[config.mk]
export PLATFORM = sky130hd
export DESIGN_NAME = fpu_dot_seq
export DESIGN_NICKNAME = d
export VERILOG_FILES = /design/src/rtl/fpu_dot_seq.sv
export SDC_FILE = /design/constraint.sdc
export NUM_CORES = 1
export LEC_CHECK = 0
export BUFFER_PORTS_ARGS = -buffer_cell sky130_fd_sc_hd__buf_2
export CAP_MARGIN = 20
export CELL_PAD_IN_SITES_DETAIL_PLACEMENT = 1
export CELL_PAD_IN_SITES_GLOBAL_PLACEMENT = 1
export CORE_UTILIZATION = 39
export DETAILED_ROUTE_END_ITERATION = 10
export PLACE_DENSITY = 0.82
export SYNTH_ARGS = -nofsm -noshare
export SYNTH_HDL_FRONTEND = slang
export SYNTH_SLANG_ARGS = --single-unit
[constraint.sdc]
create_clock -name clk_i -period 2.4 [get_ports clk_i]
set_clock_uncertainty 0.1 [all_clocks]
set_input_delay 0.36 -clock clk_i [delete_from_list [all_inputs] [get_ports clk_i]]
set_output_delay 0.36 -clock clk_i [all_outputs]
set_load 0.01 [all_outputs]
[src/rtl/fpu_dot_seq.sv]
`default_nettype none
// ============================================================================
// Module      : fpu_dot_seq
// Description : Streaming bfloat16 dot-product sequencer. Accepts operand
//               pairs over valid/ready, drives one shared combinational fpu
//               (multiply, then accumulate) and returns the sum of products
//               with a sticky overflow flag once the last element is folded.
//               Optional build macro FPU_DOT_SAT_EN: when defined, an fpu
//               result flagged as overflow is replaced by the signed maximum
//               finite bfloat16 before it is captured.
// Revision    : 1.0 - initial release
// ============================================================================
module fpu_dot_seq #(
  parameter int CNT_W = 8
) (
  input  logic             clk_i,
  input  logic             rst_ni,
  // operand stream
  input  logic             in_valid_i,
  output logic             in_ready_o,
  input  logic [15:0]      in_a_i,
  input  logic [15:0]      in_b_i,
  input  logic             in_last_i,
  // result stream
  output logic             out_valid_o,
  input  logic             out_ready_i,
  output logic [15:0]      out_data_o,
  output logic             out_overflow_o,
  output logic [CNT_W-1:0] out_count_o,
  // shared fpu
  output logic [3:0]       fpu_mode_o,
  output logic [15:0]      fpu_in1_o,
  output logic [15:0]      fpu_in2_o,
  input  logic [15:0]      fpu_out_i,
  input  logic             fpu_overflow_i
);

  // FSM encoding
  localparam logic [1:0] ST_LOAD = 2'd0;
  localparam logic [1:0] ST_MUL  = 2'd1;
  localparam logic [1:0] ST_ADD  = 2'd2;
  localparam logic [1:0] ST_DONE = 2'd3;

  // one-hot fpu modes (sub 0010 and div 1000 are never issued)
  localparam logic [3:0] MODE_IDLE = 4'b0000;
  localparam logic [3:0] MODE_ADD  = 4'b0001;
  localparam logic [3:0] MODE_MUL  = 4'b0100;

  localparam logic [CNT_W-1:0] CNT_MAX = {CNT_W{1'b1}};
  localparam logic [CNT_W-1:0] CNT_ONE = {{(CNT_W-1){1'b0}}, 1'b1};

  logic [1:0]       state_q, state_d;
  logic [15:0]      a_q, a_d;
  logic [15:0]      b_q, b_d;
  logic             last_q, last_d;
  logic [15:0]      prod_q, prod_d;
  logic [15:0]      acc_q, acc_d;
  logic             ovf_q, ovf_d;
  logic [CNT_W-1:0] cnt_q, cnt_d;

  logic             in_fire;
  logic             out_fire;
  logic [15:0]      fpu_capture;

  assign in_fire  = in_valid_i && in_ready_o;
  assign out_fire = out_valid_o && out_ready_i;

  // state register; reset abandons any partial vector
  always_ff @(posedge clk_i or negedge rst_ni) begin
    if (!rst_ni) begin
      state_q <= ST_LOAD;
    end else begin
      state_q <= state_d;
    end
  end

  // next-state: LOAD -> MUL -> ADD -> (LOAD | DONE), DONE waits for consumer
  always_comb begin
    state_d = state_q;
    case (state_q)
      ST_LOAD: if (in_fire)  state_d = ST_MUL;
      ST_MUL:                state_d = ST_ADD;
      ST_ADD:                state_d = last_q ? ST_DONE : ST_LOAD;
      ST_DONE: if (out_fire) state_d = ST_LOAD;
      default:               state_d = ST_LOAD;
    endcase
  end

  // output decode: handshakes and fpu operand steering per state
  always_comb begin
    in_ready_o  = 1'b0;
    out_valid_o = 1'b0;
    fpu_mode_o  = MODE_IDLE;
    fpu_in1_o   = 16'h0000;
    fpu_in2_o   = 16'h0000;
    case (state_q)
      ST_LOAD: begin
        in_ready_o = 1'b1;
      end
      ST_MUL: begin
        fpu_mode_o = MODE_MUL;
        fpu_in1_o  = a_q;
        fpu_in2_o  = b_q;
      end
      ST_ADD: begin
        fpu_mode_o = MODE_ADD;
        fpu_in1_o  = acc_q;
        fpu_in2_o  = prod_q;
      end
      ST_DONE: begin
        out_valid_o = 1'b1;
      end
      default: begin
        in_ready_o = 1'b0;
      end
    endcase
  end

`ifdef FPU_DOT_SAT_EN
  // clamp an overflowing fpu result to the signed largest finite bfloat16
  always_comb begin
    fpu_capture = fpu_out_i;
    if (fpu_overflow_i) begin
      fpu_capture = fpu_out_i[15] ? 16'hFF7F : 16'h7F7F;
    end
  end
`else
  // capture the fpu result exactly as produced
  always_comb begin
    fpu_capture = fpu_out_i;
  end
`endif

  // datapath next-state: operand latch, product/accumulator capture, counter
  always_comb begin
    a_d    = a_q;
    b_d    = b_q;
    last_d = last_q;
    prod_d = prod_q;
    acc_d  = acc_q;
    ovf_d  = ovf_q;
    cnt_d  = cnt_q;
    case (state_q)
      ST_LOAD: begin
        if (in_fire) begin
          a_d    = in_a_i;
          b_d    = in_b_i;
          last_d = in_last_i;
        end
      end
      ST_MUL: begin
        prod_d = fpu_capture;
        ovf_d  = ovf_q | fpu_overflow_i;
      end
      ST_ADD: begin
        acc_d = fpu_capture;
        ovf_d = ovf_q | fpu_overflow_i;
        // count sticks at all-ones while accumulation carries on
        cnt_d = (cnt_q == CNT_MAX) ? cnt_q : cnt_q + CNT_ONE;
      end
      ST_DONE: begin
        // result consumed: start the next vector from +0
        if (out_fire) begin
          acc_d = 16'h0000;
          ovf_d = 1'b0;
          cnt_d = '0;
        end
      end
      default: begin
        acc_d = acc_q;
      end
    endcase
  end

  // datapath registers
  always_ff @(posedge clk_i or negedge rst_ni) begin
    if (!rst_ni) begin
      a_q    <= 16'h0000;
      b_q    <= 16'h0000;
      last_q <= 1'b0;
      prod_q <= 16'h0000;
      acc_q  <= 16'h0000;
      ovf_q  <= 1'b0;
      cnt_q  <= '0;
    end else begin
      a_q    <= a_d;
      b_q    <= b_d;
      last_q <= last_d;
      prod_q <= prod_d;
      acc_q  <= acc_d;
      ovf_q  <= ovf_d;
      cnt_q  <= cnt_d;
    end
  end

  assign out_data_o     = acc_q;
  assign out_overflow_o = ovf_q;
  assign out_count_o    = cnt_q;

endmodule
`default_nettype wire

* After elaboration in Yosys (flattened, before gate mapping)
Cells that the tools add are included.
** Cells by class
- Add/subtract/negate cells :: 1
- Equality and inequality tests :: 7
- Mux-type cells :: 16
- Bitwise logic cells :: 1
- Reductions and logical operators :: 11
** Operator list (count)
- $pmux 16 s2 :: 3
- $mux 16 :: 1
- $mux 8 :: 2
- $pmux 8 s2 :: 1
- $add 8x1->8 const B :: 1
- $eq 8x8->1 const B :: 1
- $pmux 2 s4 :: 1
- $reduce_and 2->1 :: 4
- $mux 2 :: 3
- $ne 2x2->1 const B :: 3
- $pmux 3 s2 :: 1
- $eq 2x2->1 const B :: 2
- $reduce_bool 2->1 :: 2
- $mux 1 :: 3
- $reduce_and 3->1 :: 1
- $eq 2x1->1 const B :: 1
- $logic_and 1x1->1 :: 2
- $logic_not 2->1 :: 1
- $pmux 1 s2 :: 1
- $reduce_or 2->1 :: 1
- $or 1x1->1 :: 1
** Storage, ports and cells
- Bits in registers :: 76
- Output and inout bits :: 63

* Logic depth before layout (Yosys ltp)
Gate-level depths: netlist of run 1.
- Depth in word-level cells :: 5
- Mapped depth :: 7

* Worst setup path after synthesis of run 1
No wires, ideal clock.
- Path kind :: register to output
- Start point :: reg state_q[1]
- End point :: out fpu_in1_o[0]
- Data arrival time :: 1546 ps
- Data required time :: 1940 ps
- Setup slack :: 394 ps
- Cell stages (with the launch flop) :: 7
- Cells stage by stage :: dfrtp_1 inv_1 ha_1 clkbuf_1 buf_1 a22oi_1 nor2b_1
** On the way
- Longest elaborated chain between the ends :: 2
- Elaborated cells on any way between the ends :: 3
** RTL lines
- from (decl) :: RTL line 52 : logic [1:0] state_q, state_d;
- from (signal assigned) :: RTL line 73 : state_q <= state_d;
- $eq 2x2->1 or $eq 2x1->1 (tied branches) :: RTL line 96 : case (state_q)
- $pmux 16 s2 * :: RTL line 96
- to (decl) :: RTL line 32 : output logic [15:0] fpu_in1_o,
Mark *: on every way between the ends. The rest lies on a longest branch, timed or not.

* Final worst setup path of run 1
- Start point :: reg state_q[1]
- End point :: out fpu_in2_o[12]
** On the way
- Longest elaborated chain between the ends :: 2
- Elaborated cells on any way between the ends :: 3
** RTL lines
- $eq 2x2->1 or $eq 2x1->1 (tied branches) :: RTL line 96
- $pmux 16 s2 * :: RTL line 96
- to (decl) :: RTL line 33 : output logic [15:0] fpu_in2_o,
Marks and branches as above.

==> reports/metrics.cfg, run 1 <==
[finish]
num_antenna_cells = 0
instances_no_fill = 522
utilization = 0.525
design_area_um2 = 4620
nNetsFinal = 470
drive_gt1_frac = 0.500
area_growth_pct = 28.8

[setup_path]
start_kind = register
arrival_ps = 1800
critical_path_peak_fanout = 20
crit_path_end_kind = output port
crit_type = register to output port
required_ps = 1940

[detailed_routing]
dr_total_vias = 2788
via_per_inst = 5.34
drc = 8
drt_wl_total_mm = 10.1
post_drt_wl_per_cell_um = 19.3
drtPass1Iterations = 9
ant_nets = 0
drt_iter0_markers = 88

[yosys]
synthAdderAreaFrac = 0.0244
synth-edff-count = 0
synth.distinct_cells = 41
synth_warnings = 0
synthArstFlopShare = 1.00
synth_top_family_by_area = multiplexers
ys_seq_elements = 76
synth_simple_gate_area_frac = 0.106
syn_inst = 291
avgSynthCellArea_um2 = 12.3
yosysSeqAreaShare = 0.530
synth-compound-area-share = 0.141
synthMuxAreaShare = 0.158
syn_area_um2 = 3590
synth-main-ff-cell = dfrtp_1
synthXorXnorAreaFrac = 0.00488

[clock_tree]
clkSinkCount = 76
cts_root_buffer = clkbuf_8
clk_path_buf_depth = 2
cts_buffers = 9
clk_pin_slew_worst_paths_ps = 90
ctsHtreeMaxLevel = 3
clk_latency_ps = 350
cts_tree = done

[sta]
fin_ws_ps = 139
finalMaxSlewViolations = 0
final-setup-viol-count = 0
hold_viol = 0
rsz0062_at_grt = no
post-route-min-period_ps = 2260
relSlewSlack = 0.418
worst_pin_slew_ps = 873
clock.fmax_mhz = 442
finalCritPeriodShare = 0.942
setup-tns-final_ps = 0
holdWs_ps = 141

[placement]
gp_congestion = 0.800
place_hpwl_mm = 7.01
dp_cells = 502
pre_cts_ws_ps = 284
port_buffers = 114
place_area_um2 = 4330

[global_route]
antenna_found_initial = 0
grt_pass1_wl_mm = 16.0
grt_max_degree = 41
grt_use_total = 0.217
overflow = 0
grt_pass1_vias = 3044

[run]
maxCapViolations = 0

[die]
rows = 34
die_w_um = 97.9
coreArea_um2 = 8810
die_y_um = 97.9
die-area_um2 = 9590
pin_count = 117
start_util = 0.408

[power]
peakVddDrop_uv = 587
p_total_mw = 6.90
p_leak_nw = 2.18
cellPowerDensity_nw_per_um2 = 1490

[run_status]
status = finished, violations left
failed_checks = design-rule violations

[worst_hold_path]
hold_path_class = input pin to register

[critical path, stage by stage, from the launching register on]
cell     delay, ps
dfrtp_2        470
inv_2          140
ha_4           240
buf_12         180
a22oi_1         80
nor2b_1        180
buf_2          160
[final timing paths]
kind	startpoint	endpoint	slack [ps]	cells after the start
setup / recovery	state_q[1]	fpu_in2_o[12]	140	6
hold / removal	in_b_i[3]	b_q[3]	140	2
setup reg to reg	state_q[0]	out_count_o[7]	250	6
hold reg to reg	b_q[11]	b_q[11]	410	1
max in group asynchronous	rst_ni	b_q[12]	1190	3
min in group asynchronous	rst_ni	a_q[4]	420	2
[placed cells by master, fill, tap and decap left out, types with 3 or more instances in the layout]
| cell | Yosys | layout |
|---|---|---|
| a21oi_1 | 6 | 6 |
| a22o_1 | 16 | 16 |
| a22oi_1 | 32 | 32 |
| buf_12 | 0 | 5 |
| buf_2 | 2 | 113 |
| buf_4 | 2 | 7 |
| clkbuf_8 | 0 | 10 |
| dfrtp_1 | 76 | 74 |
| ha_1 | 7 | 4 |
| ha_4 | 0 | 3 |
| inv_1 | 6 | 4 |
| mux2_2 | 49 | 49 |
| nand2_1 | 7 | 7 |
| nand3_1 | 3 | 3 |
| nor2b_1 | 35 | 35 |
[registers in the layout, summed over array words and instances (netlist names)]
| register | count |
|---|---|
| out_overflow_o | 1 |
| last_q | 1 |
| a_q | 16 |
| prod_q | 16 |
| state_q | 2 |
| out_data_o | 16 |
| out_count_o | 8 |
| b_q | 16 |
[synth_stat cells, types with 2 or more instances]
library cell  count  area, µm²
clkbuf_1         11       41.3
dfrtp_1          76       1900
a21oi_1           6       30.0
a211o_1           2       17.5
buf_4             2       15.0
a22oi_1          32        240
nand2_1           7       26.3
and3_1            2       12.5
nor2b_1          35        219
buf_1             4       15.0
o22ai_1           2       12.5
nand3_1           3       15.0
inv_1             6       22.5
buf_6             2       22.5
o21ai_0           2       10.0
nor2_1            2       7.51
o21ai_1           2       10.0
a22o_1           16        140
buf_2             2       10.0
nor4_1            2       12.5
ha_1              7       87.6
mux2_2           49        552
[layout make-up]
cell class                      count  area, µm²
Timing Repair Buffer              127        753
Sequential cell                    76       1900
Tap cell                          108        135
Fill cell                         977       4180
Clock buffer                       10        138
Inverter                            6       22.5
Clock inverter                      6       68.8
Multi-Input combinational cell    189       1600
[layer usage]
metal  track usage  vias to the layer above  routed length [µm]
met2         0.366                       70                5120
met3        0.0487                       13                 454
met5             0                        -                   0
li1              -                     1287                   -
met4        0.0851                        0                 187
met1         0.271                     1418                4320
[cells by family (layout without fill, tap and decap cells)]
logic type	after synthesis	in the layout
mux	50	50
xor+xnor	2	2
flops	76	76
other cells	1	2
simple gates	61	61
compound gates	67	67
fa+ha+maj	7	7
buf+inv	27	149
[power breakdown]
part / leakage (nW) / switching, mW / internal, mW
clock network: 0.103 / 0.510 / 0.517
logic: 1.17 / 1.69 / 1.79
registers: 0.907 / 0.483 / 1.91
total: 2.18 / 2.69 / 4.22
[repair_timing]
item	in CTS	in global routing
setup buffers	0	2
hold endpoints to repair	38	0
gates resized for setup	7	2
hold buffers	1	0
endpoints found under the setup margin	15	10
gates cloned	0	1
No activity file was read; power rests on OpenSTA's default activity.
==> run 2, diff against run 1 <==
--- a/config.mk
+++ b/config.mk
@@ -9,7 +9,9 @@
 export CAP_MARGIN = 20
 export CELL_PAD_IN_SITES_DETAIL_PLACEMENT = 1
 export CELL_PAD_IN_SITES_GLOBAL_PLACEMENT = 1
+export CORE_ASPECT_RATIO = 0.5
 export CORE_UTILIZATION = 39
+export CTS_CLUSTER_SIZE = 25
 export DETAILED_ROUTE_END_ITERATION = 10
 export PLACE_DENSITY = 0.82
 export SYNTH_ARGS = -nofsm -noshare
==> run 2 against run 1 <==
  * The flow now finishes without violations
  * Cell area rose by 0.57%
  * Sequential power barely moved
  * Largest cell class unchanged
  * Combinational power fell by 6.6%
  * Sequential share of layout area fell by 0.29 points
  * Fmax fell by 0.61%
==> reports/metrics.cfg, run 2 (same netlist as run 1, synthesis figures left out) <==
[setup_path]
required_ps = 1940
path_cells = inv_1 > ha_2 > buf_12 > a22oi_1 > nor2b_1 > buf_2
crit_buf_inv = 3
crit_type = register to output port
critical_path_peak_fanout = 47
reg2reg_depth = 6
reg2reg_from = state_q[0]
crit_path_end_kind = output port
cp_slowest_cell = dfrtp_1
cp_top_family = buffers and inverters
max_stage_delay_ps = 450
r2r-end = out_count_o[7]
arrival_ps = 1820
rrSetupSlack_ps = 280
start_kind = register

[global_route]
grt_max_degree = 53
overflow = 0
grt_use_total = 0.217
antenna_found_initial = 0
grt_pass1_wl_mm = 15.5
grt_pass1_vias = 2965

[detailed_routing]
ant_nets = 0
drt_iter0_markers = 111
post_drt_wl_per_cell_um = 18.3
via_per_inst = 5.29
dr_total_vias = 2793
drt_wl_total_mm = 9.67
drtPass1Iterations = 4
drc = 0

[placement]
gp_congestion = 0.814
place_hpwl_mm = 6.61
port_buffers = 114

[die]
die_y_um = 69.8
die-area_um2 = 9620
die_w_um = 138
rows = 24
coreArea_um2 = 8830
start_util = 0.407
pin_count = 117

[finish]
area_growth_pct = 29.6
seq_area_um2 = 1900
fillers = 963
final_cell_mix = buf_2 (113), dfrtp_1 (76), mux2_2 (49), nor2b_1 (35), a22oi_1 (32)
nNetsFinal = 467
num_antenna_cells = 0
multi_input_area_um2 = 1570
utilization = 0.527
final_common_cell = buf_2
drive_gt1_frac = 0.479

[sta]
clock.fmax_mhz = 440
rsz0062_at_grt = no
setup-tns-final_ps = 0
post-route-min-period_ps = 2280
finalCritPeriodShare = 0.948
final-setup-viol-count = 0
hold_viol = 0
relSlewSlack = 0.484
finalMaxSlewViolations = 0
worst_pin_slew_ps = 774

[power]
cellPowerDensity_nw_per_um2 = 1520
peakVddDrop_uv = 564
p_leak_nw = 2.21
p_total_mw = 7.08

[run]
maxCapViolations = 0

[worst_hold_path]
worstHoldPathCells = 2
min_from = in_a_i[7]
hold_path_class = input pin to register
hold_end = a_q[7]

[clock_tree]
clk_pin_slew_worst_paths_ps = 60
cts_tree = done
ctsHtreeMaxLevel = 3
cts_root_buffer = clkbuf_16
clk_path_buf_depth = 2
clkSinkCount = 76
clk_latency_ps = 340
cts_buffers = 9

[run_status]
status = complete, no violations

-- run 2: cell types whose count changed in the layout (fill, tap and decap cells not counted), sizes merged --
cell	previous run	this run
buf	125	123
clkinvlp	1	0
bufinv	1	2
clkinv	2	3
inv	8	7
clkbuf	11	10
-- run 2: through the flow --
step | cells | hold slack, ps | area (µm²) | setup WS [ps]
2_1_floorplan | 292 | -35.6 | 3590 | 394
3_3_place_gp | 511 | 187 | 4320 | 376
3_5_place_dp | 511 | 191 | 4320 | 278
4_1_cts | 528 | 135 | 4640 | 63.0
5_1_grt | 528 | 133 | 4650 | 12.7
6_report | 528 | 144 | 4650 | 125
-- run 2: final cells by class --
cell class / count / area share
clock buffer: 10 / 0.0492
sequential: 76 / 0.409
multi-input combinational: 189 / 0.337
timing repair buffer: 124 / 0.150
clock inverter: 6 / 0.0188
inverter: 6 / 0.00484
tap: 117 / 0.0315
-- run 2: where the power goes --
part	internal [mW]	switching, mW	leakage [nW]	total, mW
sequential	1.91	0.460	0.909	2.37
combinational	1.62	1.63	1.14	3.26
clock	0.912	0.545	0.157	1.46
-- run 2: routing by layer --
layer	global-route usage	wire, µm
met1	0.259	4090
met2	0.369	5060
met3	0.0731	386
met4	0.0635	134
met5	0	0
-- run 2: what timing repair did --
item	in CTS	in global routing
hold buffers	1	0
hold endpoints to repair	24	0
buffers inserted	0	0
resized for setup	0	2
setup endpoints to repair	0	8
-- run 2: worst max-delay path by stage --
stage / end / cells past startpoint / from / slack [ps]
after CTS: fpu_in2_o[7] / 5 / state_q[0] / 60
final: fpu_in2_o[7] / 6 / state_q[1] / 120
after detailed placement: out_count_o[7] / 6 / state_q[0] / 280
after global routing: fpu_in1_o[9] / 6 / state_q[0] / 10
after global placement: out_count_o[7] / 6 / state_q[0] / 380
after floorplan: fpu_in1_o[0] / 6 / state_q[1] / 390
==> run 3, diff against run 2 <==
==> constraint.sdc (replaced) <==
create_clock -name clk_i -period 2.4 [get_ports clk_i]
set_clock_uncertainty 0.1 [all_clocks]
set_input_delay 0.24 -clock clk_i [delete_from_list [all_inputs] [get_ports clk_i]]
set_output_delay 0.24 -clock clk_i [all_outputs]
set_load 0.01 [all_outputs]
==> run 3 against run 2 <==
  * Sequential power hardly changed
  * Final cell count fell by 0.19%
  * Via count up 0.29%
  * Total power barely moved
  * Setup slack better by 5.2 ps
  * Register-to-register slack got worse by 50 ps
  * Cell area shrank 0.13%
  * Sequential share of layout area grew 0.055 points
  * Highest routed layer unchanged
  * Combinational power is 1% higher
  * Largest cell class unchanged
  * Critical endpoint is now fpu_in2_o[0]
  * Clock power fell by 3%
  * Wire length is 0.68% lower
==> reports/metrics.cfg, run 3 (same netlist as run 1, synthesis figures left out) <==
[run_status]
status = complete, no violations

[sta]
setup-tns-final_ps = 0
relSlewSlack = 0.437
post-route-min-period_ps = 2270
worst_pin_slew_ps = 844
holdWs_ps = 32.5
final-setup-viol-count = 0
hold_viol = 0
rsz0062_at_grt = no
clock.fmax_mhz = 441
finalCritPeriodShare = 0.946
finalMaxSlewViolations = 0

[setup_path]
reg2reg_from = state_q[0]
arrival_ps = 1930
start_kind = register
rrSetupSlack_ps = 230
crit_type = register to output port
reg2reg_depth = 5
critical_path_peak_fanout = 22
required_ps = 2060
crit_path_end_kind = output port
r2r-end = out_count_o[7]

[detailed_routing]
via_per_inst = 5.31
drtPass1Iterations = 4
drc = 0
post_drt_wl_per_cell_um = 18.2
drt_iter0_markers = 66
ant_nets = 0
drt_wl_total_mm = 9.60
dr_total_vias = 2801

[die]
coreArea_um2 = 8830
die-area_um2 = 9620
start_util = 0.407
pin_count = 117
die_w_um = 138
die_y_um = 69.8
rows = 24

[power]
peakVddDrop_uv = 598
power_frac_clock = 0.200
cellPowerDensity_nw_per_um2 = 1520
p_switching_mw = 2.60
switching_share = 0.368
p_leak_nw = 2.20
pwr-share-seq = 0.334
combPwrFrac = 0.466
p_int_mw = 4.48

[clock_tree]
cts_root_buffer = clkbuf_16
clk_pin_slew_worst_paths_ps = 60
ctsHtreeMaxLevel = 3
clk_path_buf_depth = 2
clk_latency_ps = 330
cts_buffers = 9
cts_tree = done
postCtsSetupRepairBufs = 0
clkSinkCount = 76

[global_route]
overflow = 0
grt_pass1_wl_mm = 15.6
antenna_found_initial = 0
grt_max_degree = 48
grt_use_total = 0.219
grt_pass1_vias = 2953

[finish]
num_antenna_cells = 0
design_area_um2 = 4640
nNetsFinal = 466
drive_gt1_frac = 0.476
final_common_cell = buf_2
fillers = 988
area_growth_pct = 29.4
final_cell_mix = buf_2 (113), dfrtp_1 (76), mux2_2 (49), nor2b_1 (35), a22oi_1 (32)
instances_no_fill = 527

[worst_hold_path]
min_from = in_b_i[14]
hold_path_class = input pin to register
worstHoldPathCells = 2
hold_end = b_q[14]

[placement]
place_area_um2 = 4320
gp_congestion = 0.813
place_hpwl_mm = 6.61
port_buffers = 114
dp_cells = 510

[run]
maxCapViolations = 0

## run 3: cell count changes in the layout (fill, tap and decap cells not counted), sizes merged
cell,delta
clkinv,-1
buf,-1
inv,-1
clkbuf,+2
## run 3: cell type report
class	count	area, µm²	share of cell area
sequential	76	1900	0.409
multi-input combinational	189	1570	0.338
timing repair buffer	123	693	0.149
clock buffer	12	236	0.0509
tap	117	146	0.0315
clock inverter	4	73.8	0.0159
inverter	6	22.5	0.00485
## run 3: layer usage
metal | track usage | up-vias | share of wire
li1 | - | 1287 | -
met5 | 0 | - | 0
met1 | 0.273 | 1432 | 0.42
met3 | 0.0490 | 16 | 0.035
met4 | 0.0842 | 0 | 0.017
met2 | 0.367 | 66 | 0.53
## run 3: timing repair
action,4_1_cts,5_1_grt
gates resized for setup,1,0
hold buffers,1,0
endpoints found under the setup margin,2,0
hold endpoints to repair,36,0
## run 3: worst max-delay path by stage
stage | startpoint | endpoint | slack (ps)
floorplan | out_count_o[0] | out_count_o[7] | 430
global placement | state_q[0] | out_count_o[7] | 350
detailed placement | state_q[0] | out_count_o[7] | 240
CTS | state_q[0] | fpu_in2_o[1] | 100
global route | state_q[0] | fpu_in2_o[7] | 1
finish | state_q[0] | fpu_in2_o[0] | 130
## run 3: critical path, stage by stage (launching register included)
cell and delay [ps]:
dfrtp_1 430, inv_1 120, ha_2 490, buf_12 190, nor2b_1 200, buf_2 160
## run 3: stage by stage
| step | utilization | power, mW | setup slack (ps) |
|---|---|---|---|
| 2_1_floorplan | - | 4.48 | 429 |
| 3_3_place_gp | 0.490 | 5.55 | 350 |
| 3_5_place_dp | 0.490 | 5.68 | 241 |
| 4_1_cts | 0.526 | 7.17 | 102 |
| 5_1_grt | 0.526 | 7.57 | 1.26 |
| 6_report | 0.526 | 7.08 | 130 |
## run 3: power by group through the flow
| stage | clock network, mW | logic, mW | registers [mW] |
|---|---|---|---|
| 2_1_floorplan | 0 | 2.16 | 2.32 |
| 3_3_place_gp | 0 | 3.21 | 2.34 |
| 3_5_place_dp | 0 | 3.30 | 2.38 |
| 4_1_cts | 1.45 | 3.35 | 2.37 |
| 5_1_grt | 1.51 | 3.60 | 2.46 |
| 6_report | 1.42 | 3.30 | 2.36 |
